File: src/rtl/scan_seq_2bit.sv
// scan_seq_2bit: 2-bit scan sequencer for a 2-to-4 decoder.
// Each scan slot lasts DIV cycles: BLANK cycles with the decoder disabled,
// then DIV-BLANK cycles with it enabled. The code on {a,b} is stable for the
// whole slot. The sequencer runs continuously after start, or for a single
// slot after step, and ends at a slot boundary when stop is requested.
module scan_seq_2bit #(
  parameter int DIV   = 4,
  parameter int BLANK = 1
) (
  input  logic clk,
  input  logic rst,
  input  logic start,
  input  logic stop,
  input  logic step,
  input  logic dir,
  output logic a,
  output logic b,
  output logic en,
  output logic busy,
  output logic sweep_done
);

  // Slot prescaler spans the whole slot: 0..DIV-1.
  localparam int CW = (DIV > 2) ? $clog2(DIV) : 1;
  localparam logic [CW-1:0] BLANK_LAST = CW'(BLANK - 1);
  localparam logic [CW-1:0] SLOT_LAST  = CW'(DIV - 1);

  typedef enum logic [1:0] {
    S_IDLE  = 2'd0,
    S_BLANK = 2'd1,
    S_SHOW  = 2'd2
  } state_t;

  state_t        state_q, state_d;
  logic [CW-1:0] cnt_q, cnt_d;
  logic [1:0]    code_q, code_d;
  logic          single_q, single_d;
  logic          stop_q, stop_d;
  logic          dir_q, dir_d;      // direction in force for the current slot
  logic          en_q, busy_q, sweep_q, sweep_d;
  logic          stop_seen;

  // Code advance by one position in the requested direction, modulo 4.
  function automatic logic [1:0] next_code(input logic [1:0] c, input logic d);
    return d ? (c - 2'd1) : (c + 2'd1);
  endfunction

  // Next-state logic: slot sequencing, code advance and flag handling.
  always_comb begin
    state_d   = state_q;
    cnt_d     = cnt_q;
    code_d    = code_q;
    single_d  = single_q;
    stop_d    = stop_q;
    dir_d     = dir_q;
    sweep_d   = 1'b0;
    // A stop seen in the final cycle of a slot still ends scanning there.
    stop_seen = stop_q | stop;

    case (state_q)
      S_IDLE: begin
        if (start && !stop) begin
          state_d  = S_BLANK;
          code_d   = dir ? 2'b11 : 2'b00;
          cnt_d    = '0;
          single_d = 1'b0;
          stop_d   = 1'b0;
          dir_d    = dir;
        end else if (step && !start && !stop) begin
          state_d  = S_BLANK;
          code_d   = next_code(code_q, dir);
          cnt_d    = '0;
          single_d = 1'b1;
          stop_d   = 1'b0;
          dir_d    = dir;
        end
      end

      S_BLANK: begin
        stop_d = stop_seen;
        cnt_d  = cnt_q + 1'b1;
        if (cnt_q == BLANK_LAST) begin
          state_d = S_SHOW;
        end
      end

      S_SHOW: begin
        stop_d = stop_seen;
        if (cnt_q == SLOT_LAST) begin
          cnt_d   = '0;
          // Last code of a sweep in the slot's own direction.
          sweep_d = !single_q && (code_q == (dir_q ? 2'b00 : 2'b11));
          if (single_q || stop_seen) begin
            state_d  = S_IDLE;
            single_d = 1'b0;
            stop_d   = 1'b0;
          end else begin
            state_d = S_BLANK;
            code_d  = next_code(code_q, dir);
            dir_d   = dir;
          end
        end else begin
          cnt_d = cnt_q + 1'b1;
        end
      end

      default: begin
        state_d = S_IDLE;
      end
    endcase
  end

  // State and registered outputs; outputs are derived from the next state so
  // they line up with the state register.
  always_ff @(posedge clk) begin
    if (rst) begin
      state_q  <= S_IDLE;
      cnt_q    <= '0;
      code_q   <= 2'b00;
      single_q <= 1'b0;
      stop_q   <= 1'b0;
      dir_q    <= 1'b0;
      en_q     <= 1'b0;
      busy_q   <= 1'b0;
      sweep_q  <= 1'b0;
    end else begin
      state_q  <= state_d;
      cnt_q    <= cnt_d;
      code_q   <= code_d;
      single_q <= single_d;
      stop_q   <= stop_d;
      dir_q    <= dir_d;
      en_q     <= (state_d == S_SHOW);
      busy_q   <= (state_d != S_IDLE);
      sweep_q  <= sweep_d;
    end
  end

  assign a          = code_q[1];
  assign b          = code_q[0];
  assign en         = en_q;
  assign busy       = busy_q;
  assign sweep_done = sweep_q;

endmodule

File: config.mk
export PLATFORM = sky130hd
export DESIGN_NAME = scan_seq_2bit
export DESIGN_NICKNAME = d
export VERILOG_FILES = /design/src/rtl/scan_seq_2bit.sv
export SDC_FILE = /design/constraint.sdc
export NUM_CORES = 1
export LEC_CHECK = 0
export CORE_MARGIN = 2
export CORE_UTILIZATION = 50
export CTS_BUF_LIST = sky130_fd_sc_hd__clkbuf_4
export CTS_CLUSTER_DIAMETER = 40
export DETAILED_ROUTE_END_ITERATION = 16
export PLACE_DENSITY = 0.86
export RECOVER_POWER = 25
export SETUP_SLACK_MARGIN = 0.02
export SLEW_MARGIN = 20
export SYNTH_ARGS = -nofsm -noshare
export SYNTH_HDL_FRONTEND = slang
export SYNTH_SLANG_ARGS = --single-unit
File: constraint.sdc
create_clock -name clk -period 2.69 [get_ports clk]
set_input_delay 0.538 -clock clk [delete_from_list [all_inputs] [get_ports clk]]
set_output_delay 0.538 -clock clk [all_outputs]
set_load 0.1 [all_outputs]
=== Word-level counts from Yosys, hierarchy flattened ===
Cells that the tools add are included.

* Register bits: 12
* Bits of input ports: 6
* Output and inout port bits: 5
* Logic and storage cells: 74

* $add $sub $neg: 3
* Eq/ne operators: 9
* Muxes and demuxes: 33
* Bitwise operators: 3
* Reduce and logical (&&, ||, !) cells: 17

{| class="wikitable"
|+ Operators by type and width
! kind !! count
|-
| 2-bit 2-to-1 mux || 14
|-
| 1-bit 2-to-1 mux || 13
|-
| 2-bit one-hot mux with 3 select lines || 2
|-
| 4-bit AND reduction || 2
|-
| 2-bit equality test (second input constant) || 3
|-
| 2-bit inequality test (second input constant) || 3
|-
| 2-bit by 1-bit adder with 2-bit output (second input constant) || 2
|-
| 1-bit logical AND || 4
|-
| 2-bit zero test || 2
|-
| 1-bit one-hot mux with 2 select lines || 2
|-
| 2-bit one-hot mux with 2 select lines || 1
|-
| 2-bit nonzero test || 2
|-
| 1-bit zero test || 3
|-
| 3-bit inequality test (second input constant) || 1
|-
| 1-bit one-hot mux with 3 select lines || 1
|-
| 3-bit nonzero test || 1
|-
| 3-bit OR reduction || 1
|-
| 2-bit by 1-bit equality test with 1-bit output (second input constant) || 1
|-
| 2-bit equality test || 1
|-
| 1-bit NOT || 2
|-
| 2-bit AND reduction || 1
|-
| 2-bit by 1-bit subtractor with 2-bit output (second input constant) || 1
|-
| 1-bit logical OR || 1
|-
| 1-bit OR || 1
|}

=== Longest topological paths before layout ===
Gate-level depths: netlist of run 1.

* Depth after elaboration: 7
* Depth in mapped cells: 7
* Gate-level depth less buffers: 6

=== Worst setup path after synthesis of run 1 ===
Ideal clock, no wire load.

* Path kind: input-to-reg
* Start: input stop
* End: register code_q[1]
* Library setup time: 0.133 ns
* Arrival: 1.822 ns
* Required time: 2.557 ns
* Path slack: 0.735 ns
* Cell stages on the path: 4
* Path buffers: 0
* Path through: or4b_4 -> a2111oi_4 -> mux2i_1 -> a31oi_1

* Longest elaborated chain between the ends: 4
* Elaborated cells between the ends (all ways): 10
* Those cells by class: eq/ne (2); mux (2); bitwise (1); reduce/logical (5)

{| class="wikitable"
|+ RTL lines
! item !! line !! source
|-
| start, declared || 13 || <nowiki>input logic stop,</nowiki>
|-
| 1-bit OR / 1-bit zero test (equally long branches) || 58, 62, 69 ||
|-
| 1-bit logical OR (tied with other cells) || 93 || <nowiki>if (single_q || stop_seen) begin</nowiki>
|-
| 2-bit inequality test (no source line) (tied with other cells) || n/a ||
|-
| 4-bit AND reduction (no source line) / 2-bit one-hot mux with 2 select lines (equally long branches) || n/a ||
|-
| end signal, assigned || 129 || <nowiki>code_q <= code_d;</nowiki>
|-
| end, declared || 36 || <nowiki>logic [1:0] code_q, code_d;</nowiki>
|}

Several ways; a longest one is shown, not always the timed one.
A chain may end at the register's enable or synchronous reset.

=== Final worst setup path of run 1 ===
Same ends and word-level chain as after synthesis.

==> summary.md, run 1 <==
| Metric | Value |
|---|---|
| Status | `completed` |
| GP Congestion | `0.791` |
| Worst-Margin Slew | `1.17 ns` |
| TritonCTS clock tree | `built` |
| DPL Wire Length | `1100 um` |
| Seq/Total Area, Yosys | `32.5%` |
| Cell taking the most area after synthesis | `dfxtp_1` |
| Post-Synthesis Cells | `82` |
| CP Capture Type | `register` |
| Hold_buf cts | `0` |
| Final hold violations | `0` |
| # DRC | `0` |
| Syn_nets | `95` |
| Area of the multi-input gates | `465 um^2` |
| EDFF count, synth | `0` |
| Placed Instances | `105` |
| Worst setup startpoint | `stop` |
| Initial Utilization | `55.4%` |
| Crit path launch type | `input pin` |
| DRT Pass-1 Iters | `4` |
| # resized after CTS | `0` |
| Worst setup margin | `0.503 ns` |
| Antenna Nets Post-Route | `0` |
| IO Pins | `11` |
| RSZ-0062 raised after global routing | `no` |
| Nets | `108` |
| Die W | `42.5 um` |
| Critical path's largest stage delay | `0.55 ns` |
| Min-Delay Path Class | `register to register` |
| 1st-iter DRT viols | `4` |
| Top post-synthesis cells by area | `dfxtp_1, ha_1, a21oi_1, mux2i_1, nor2_1` |
| Yosys Warn Count | `0` |
| P&R area growth vs syn | `15.9%` |
| Initial antenna violation count | `0` |
| H-tree depth | `1` |
| Critical Path Sink | `code_q[1]` |
| Vias per Instance | `5.78` |
| Reg2reg setup slack | `0.57 ns` |
| Post-synth top area share | `32.5%` |
| Antenna Cells | `0` |
| R2r startpoint | `cnt_q[0]` |
| Netlist cell types | `31` |
| Layout Utilization | `64.3%` |
| Root buf cell | `clkbuf_4` |
| Fraction of layout cells with a size suffix above 1 | `11.7%` |
| Max-slew headroom | `22.0%` |
| Largest net degree at the start of global routing | `11` |
| First-pass GRT wire length | `2430 um` |
| Fin Hold WS | `0.498 ns` |
| Clk pin slew, worst setup/hold paths | `0.07 ns` |
| Final-report setup violation count | `0` |
| Total grt overflow | `0` |
| Vias in the first global route | `574` |
| # port buffers | `10` |
| Synthesized area per cell | `9.02 um^2` |
| Critical path, cell by cell | `clkdlybuf4s50_1, or4b_4, a2111oi_4, mux2i_1, a31oi_1` |
| WP buf/inv | `1` |
| Core Box Area | `1330 um^2` |
| Cell Rows | `13` |
| Clk_lat worst skew | `0.27 ns` |
| Worst clock skew | `0.00129 ns` |
| Clock Tree Buf Depth | `2` |
| Post-layout min period | `2.19 ns` |
| Req. time, crit path | `2.84 ns` |
| Crit path max-delay family | `compound AO/OA/AOI/OAI gates` |
| DIE HEIGHT | `42.5 um` |
| Reg2Reg Depth | `5` |
| Finished Layout Cells | `109` |
| Die area | `1800 um^2` |
| R2R Path End | `code_q[1]` |
| Slew Viols, Final | `0` |
| Global Route Usage Sum | `17.6%` |
| Worst Path Arrival | `2.34 ns` |
| Routed vias | `630` |
| CTS Sinks | `12` |
| WL final | `1450 um` |
| Register area | `240 um^2` |
| CP max FO | `5` |
| Async S/R FF share, synth | `0%` |
| Fmax | `0.457 GHz` |
| Crit. path cell count | `5` |
| Leakage | `0.339 nW` |
| Inserted Clock Buffers | `3` |
| Cell Area, Synth | `739 um^2` |
| Final period util | `81.3%` |
| Post-CTS Repair Setup Buffers | `0` |
| VDD IR max | `0.393 mV` |
| Primary FF master, synth | `dfxtp_1` |
| Wire length per cell | `13.3 um` |
| Fillers | `124` |
| PwrDens | `715 nW/um^2` |
| Final setup TNS | `0 ns` |
| Setup WS pre-CTS | `0.220 ns` |
| Crit path max-delay cell type | `a2111oi_4` |
| Max_cap viols | `0` |
| Synthesized flop and latch total | `12` |
| Critical path class | `input pin to register` |
## cell families (layout without fill, tap and decap cells)
logic type      Yosys count  count (layout)  share of synthesized area, %
fa+ha+maj                 7               7                          11.8
buf+inv                   9              21                          4.57
flops                    12              12                          32.5
simple gates             28              28                          22.0
mux                       4               4                          5.41
compound gates           22              22                          23.7
## routing by layer
metal  track usage (%)  wire length, um
met5                 0                0
met1              21.2              671
met4              9.38               38
met3              2.59               45
met2              29.8              692
## worst min-delay path: stages (launching register included)
cell,delay [ns]
dfxtp_1,0.34
nand2_1,0.06
a21oi_1,0.05
## worst min path at each step
stage             start       end  slack, ns  cells after the start
2_1_floorplan  cnt_q[1]  cnt_q[1]       0.46                      2
3_3_place_gp   cnt_q[1]  cnt_q[1]       0.48                      2
3_5_place_dp   cnt_q[1]  cnt_q[1]       0.49                      2
4_1_cts        cnt_q[1]  cnt_q[1]       0.50                      2
5_1_grt        cnt_q[1]  cnt_q[1]       0.53                      2
6_report       cnt_q[1]  cnt_q[1]       0.50                      2
## stage by stage
step           power, mW  area (um^2)
3_3_place_gp       0.501          842
6_report           0.613          857
5_1_grt            0.646          857
3_5_place_dp       0.506          842
2_1_floorplan      0.447          739
4_1_cts            0.622          868
## layout by cell type (no fill, tap or decap), types with 2 or more instances in the layout
| cell | Yosys | layout |
|---|---|---|
| dfxtp_1 | 12 | 12 |
| a21oi_1 | 8 | 8 |
| nor2_1 | 8 | 8 |
| ha_1 | 7 | 7 |
| inv_1 | 6 | 6 |
| nand2_1 | 5 | 5 |
| clkdlybuf4s50_1 | 0 | 5 |
| mux2i_1 | 4 | 4 |
| nor4b_1 | 3 | 3 |
| clkbuf_4 | 0 | 3 |
| clkbuf_1 | 2 | 3 |
| buf_4 | 0 | 3 |
| nor2b_1 | 2 | 2 |
| nor3_1 | 2 | 2 |
| and2_1 | 2 | 2 |
| nor3b_1 | 2 | 2 |
| a31oi_1 | 2 | 2 |
## report_power, final
part	leakage [nW]	internal (mW)	switching, mW
sequential	0.0979	0.200	0.0227
clock	0.0154	0.0538	0.0613
combinational	0.226	0.0894	0.186
total	0.339	0.343	0.270
## state kept, by name, indices dropped and copies added, names as in the netlist
name,cells
sweep_done,1
cnt_q,2
code_q,2
busy,1
state_q,2
en,1
dir_q,1
stop_q,1
single_q,1
## synth_stat cells (2+ instances only)
| master | n |
|---|---|
| dfxtp_1 | 12 |
| nor3b_1 | 2 |
| nor4b_1 | 3 |
| a21oi_1 | 8 |
| a31oi_1 | 2 |
| inv_1 | 6 |
| nand2_1 | 5 |
| nor3_1 | 2 |
| and2_1 | 2 |
| clkbuf_1 | 2 |
| nor2b_1 | 2 |
| ha_1 | 7 |
| nor2_1 | 8 |
| mux2i_1 | 4 |
## final cells by class
class	instances	area share, %
clock buffer	3	2.63
tap	15	2.19
timing repair buffer	11	9.78
inverter	6	2.63
clock inverter	1	0.438
multi-input combinational	61	54.3
sequential	12	28.0
Note: power is estimated with default switching activity, not from simulation.
==> inputs of run 2 (changes only) <==
--- a/config.mk
+++ b/config.mk
@@ -6,11 +6,11 @@
 export NUM_CORES = 1
 export LEC_CHECK = 0
 export CORE_MARGIN = 2
-export CORE_UTILIZATION = 50
+export CORE_UTILIZATION = 49
 export CTS_BUF_LIST = sky130_fd_sc_hd__clkbuf_4
 export CTS_CLUSTER_DIAMETER = 40
 export DETAILED_ROUTE_END_ITERATION = 16
-export PLACE_DENSITY = 0.86
+export PLACE_DENSITY = 0.87
 export RECOVER_POWER = 25
 export SETUP_SLACK_MARGIN = 0.02
 export SLEW_MARGIN = 20
==> constraint.sdc (replaced) <==
create_clock -name clk -period 1.9 [get_ports clk]
set_input_delay 0.38 -clock clk [delete_from_list [all_inputs] [get_ports clk]]
set_output_delay 0.38 -clock clk [all_outputs]
set_load 0.1 [all_outputs]
==> run 2 against run 1 <==
- highest routed layer unchanged
- hold slack improved by 0.040 ns
- flip-flop and latch count did not move
- via count rose by 11%
- critical path type is now register to register
- die area rose by 1.8%
==> summary.md, run 2 (synthesis gave the netlist of run 1 again) <==
| Metric | Value |
|---|---|
| Initial antenna violation count | `0` |
| Max-slew headroom | `70.1%` |
| Root buf cell | `clkbuf_4` |
| Critical path class | `register to register` |
| Leakage | `0.407 nW` |
| Sequential power share | `34.2%` |
| Biggest regs | `cnt_q (2), code_q (2), state_q (2)` |
| Worst setup startpoint | `cnt_q[0]` |
| # port buffers | `10` |
| Hold Crit Depth | `2` |
| Core Box Area | `1450 um^2` |
| 1st-iter DRT viols | `18` |
| Antenna Nets Post-Route | `0` |
| Worst setup margin | `0.0660 ns` |
| Nets | `118` |
| RSZ-0062 raised after global routing | `yes` |
| Initial Utilization | `50.9%` |
| Sw power | `403 uW` |
| Hold worst-path end | `single_q` |
| DPL Wire Length | `1200 um` |
| First-pass GRT wire length | `2810 um` |
| Clock network power share | `17.5%` |
| R2R Path End | `code_q[1]` |
| Critical path, cell by cell | `ha_4, or4b_4, a2111oi_4, buf_4, mux2i_1, a31oi_1` |
| Worst-Margin Slew | `0.447 ns` |
| Final instance area | `987 um^2` |
| P&R area growth vs syn | `33.5%` |
| Vias in the first global route | `665` |
| Max_cap viols | `0` |
| IO Pins | `11` |
| Sw frac | `42.5%` |
| Clk_lat worst skew | `0.28 ns` |
| Global Route Usage Sum | `20.5%` |
| Wire length per cell | `13.4 um` |
| CTS Sinks | `12` |
| CP Capture Type | `register` |
| Crit path launch type | `register` |
| Fraction of layout cells with a size suffix above 1 | `27.9%` |
| Post-layout min period | `1.83 ns` |
| Inserted Clock Buffers | `3` |
| Clk pin slew, worst setup/hold paths | `0.08 ns` |
| Cell Rows | `14` |
| TritonCTS clock tree | `built` |
| CP max FO | `5` |
| Worst Path Arrival | `2.01 ns` |
| Pwr Total | `948 uW` |
| Commonest non-fill, non-tap cell in the layout | `buf_4` |
| Largest net degree at the start of global routing | `10` |
| Final-report setup violation count | `0` |
| H-tree depth | `1` |
| VDD IR max | `0.531 mV` |
| Hold path start | `single_q` |
| Status | `completed` |
| Cell Area, Placed | `932 um^2` |
| PwrDens | `960 nW/um^2` |
| DIE HEIGHT | `42.8 um` |
| # DRC | `0` |
| Crit path max-delay cell type | `or4b_4` |
| Req. time, crit path | `2.07 ns` |
| Routed vias | `701` |
| Vias per Instance | `5.84` |
| WL final | `1610 um` |
| Cell internal pwr | `545 uW` |
| Clock Tree Buf Depth | `2` |
| Slew Viols, Final | `0` |
| Antenna Cells | `0` |
| DRT Pass-1 Iters | `5` |
| Reg2reg setup slack | `0.07 ns` |
| R2r startpoint | `cnt_q[0]` |
| Fmax | `0.545 GHz` |
| Final period util | `96.5%` |
| Total grt overflow | `0` |
| GP Congestion | `0.867` |
| Die area | `1840 um^2` |
| Reg2Reg Depth | `6` |
| Final hold violations | `0` |
| Die W | `42.8 um` |
| Critical path's largest stage delay | `0.47 ns` |
| Min-Delay Path Class | `register to register` |
| Logic pwr share | `48.3%` |
| Fillers | `119` |
| Worst clock skew | `0.00327 ns` |
| Setup WS pre-CTS | `-0.293 ns` |
| Most frequent cells in the layout | `buf_4, dfxtp_1, a21oi_1, nor2_1, inv_1` |
-- run 2: routing by layer --
layer | global-route usage, % | vias up | wire length (um)
met5 | 0 | - | 0
met4 | 11.3 | 0 | 45
met3 | 2.55 | 7 | 90
met2 | 33.3 | 26 | 778
met1 | 25.9 | 320 | 693
li1 | - | 348 | -
-- run 2: repair_timing --
item,4_1_cts,5_1_grt
setup buffers,1,1
pin swaps,4,3
endpoints found under the setup margin,3,5
gates resized for setup,3,2
hold buffers,0,0
cloned,0,0
-- run 2: layout make-up --
class	instances	area, um^2	share of cell area [%]
Inverter	6	22.5	2.28
Clock inverter	1	3.75	0.380
Tap cell	16	20.0	2.03
Multi-Input combinational cell	61	480	48.7
Sequential cell	12	244	24.7
Clock buffer	3	22.5	2.28
Timing Repair Buffer	21	194	19.6
-- run 2: power by group through the flow --
stage | Clock [mW] | Sequential [mW] | Combinational, mW
floorplan | 0 | 0.449 | 0.185
global placement | 0 | 0.325 | 0.443
detailed placement | 0 | 0.328 | 0.455
CTS | 0.167 | 0.323 | 0.456
global route | 0.175 | 0.331 | 0.488
finish | 0.166 | 0.324 | 0.458
-- run 2: per-stage QoR --
step	util (%)	hold slack [ns]	TNS (ns)	cells
after floorplan	-	0.458	0	82
after detailed placement	64.1	0.504	-0.906	114
after global routing	67.9	0.568	-0.0656	120
final	67.9	0.538	0	120
after global placement	64.1	0.504	-0.776	114
after CTS	67.1	0.516	0	119
-- run 2: worst max path at each step --
stage	endpoint	cells after the start
after floorplan	code_q[1]	5
after global placement	code_q[1]	6
after detailed placement	code_q[1]	6
after CTS	code_q[1]	6
after global routing	code_q[1]	6
final	code_q[1]	6
-- run 2: critical path, delay by kind of cell, from the launching register on --
family | cells | cell delay (ns)
and+or+nand+nor | 1 | 0.47
AOI/OAI and AO/OA | 2 | 0.39
DFF | 1 | 0.35
buffers and inverters | 1 | 0.20
muxes | 1 | 0.18
adders and majority gates | 1 | 0.13
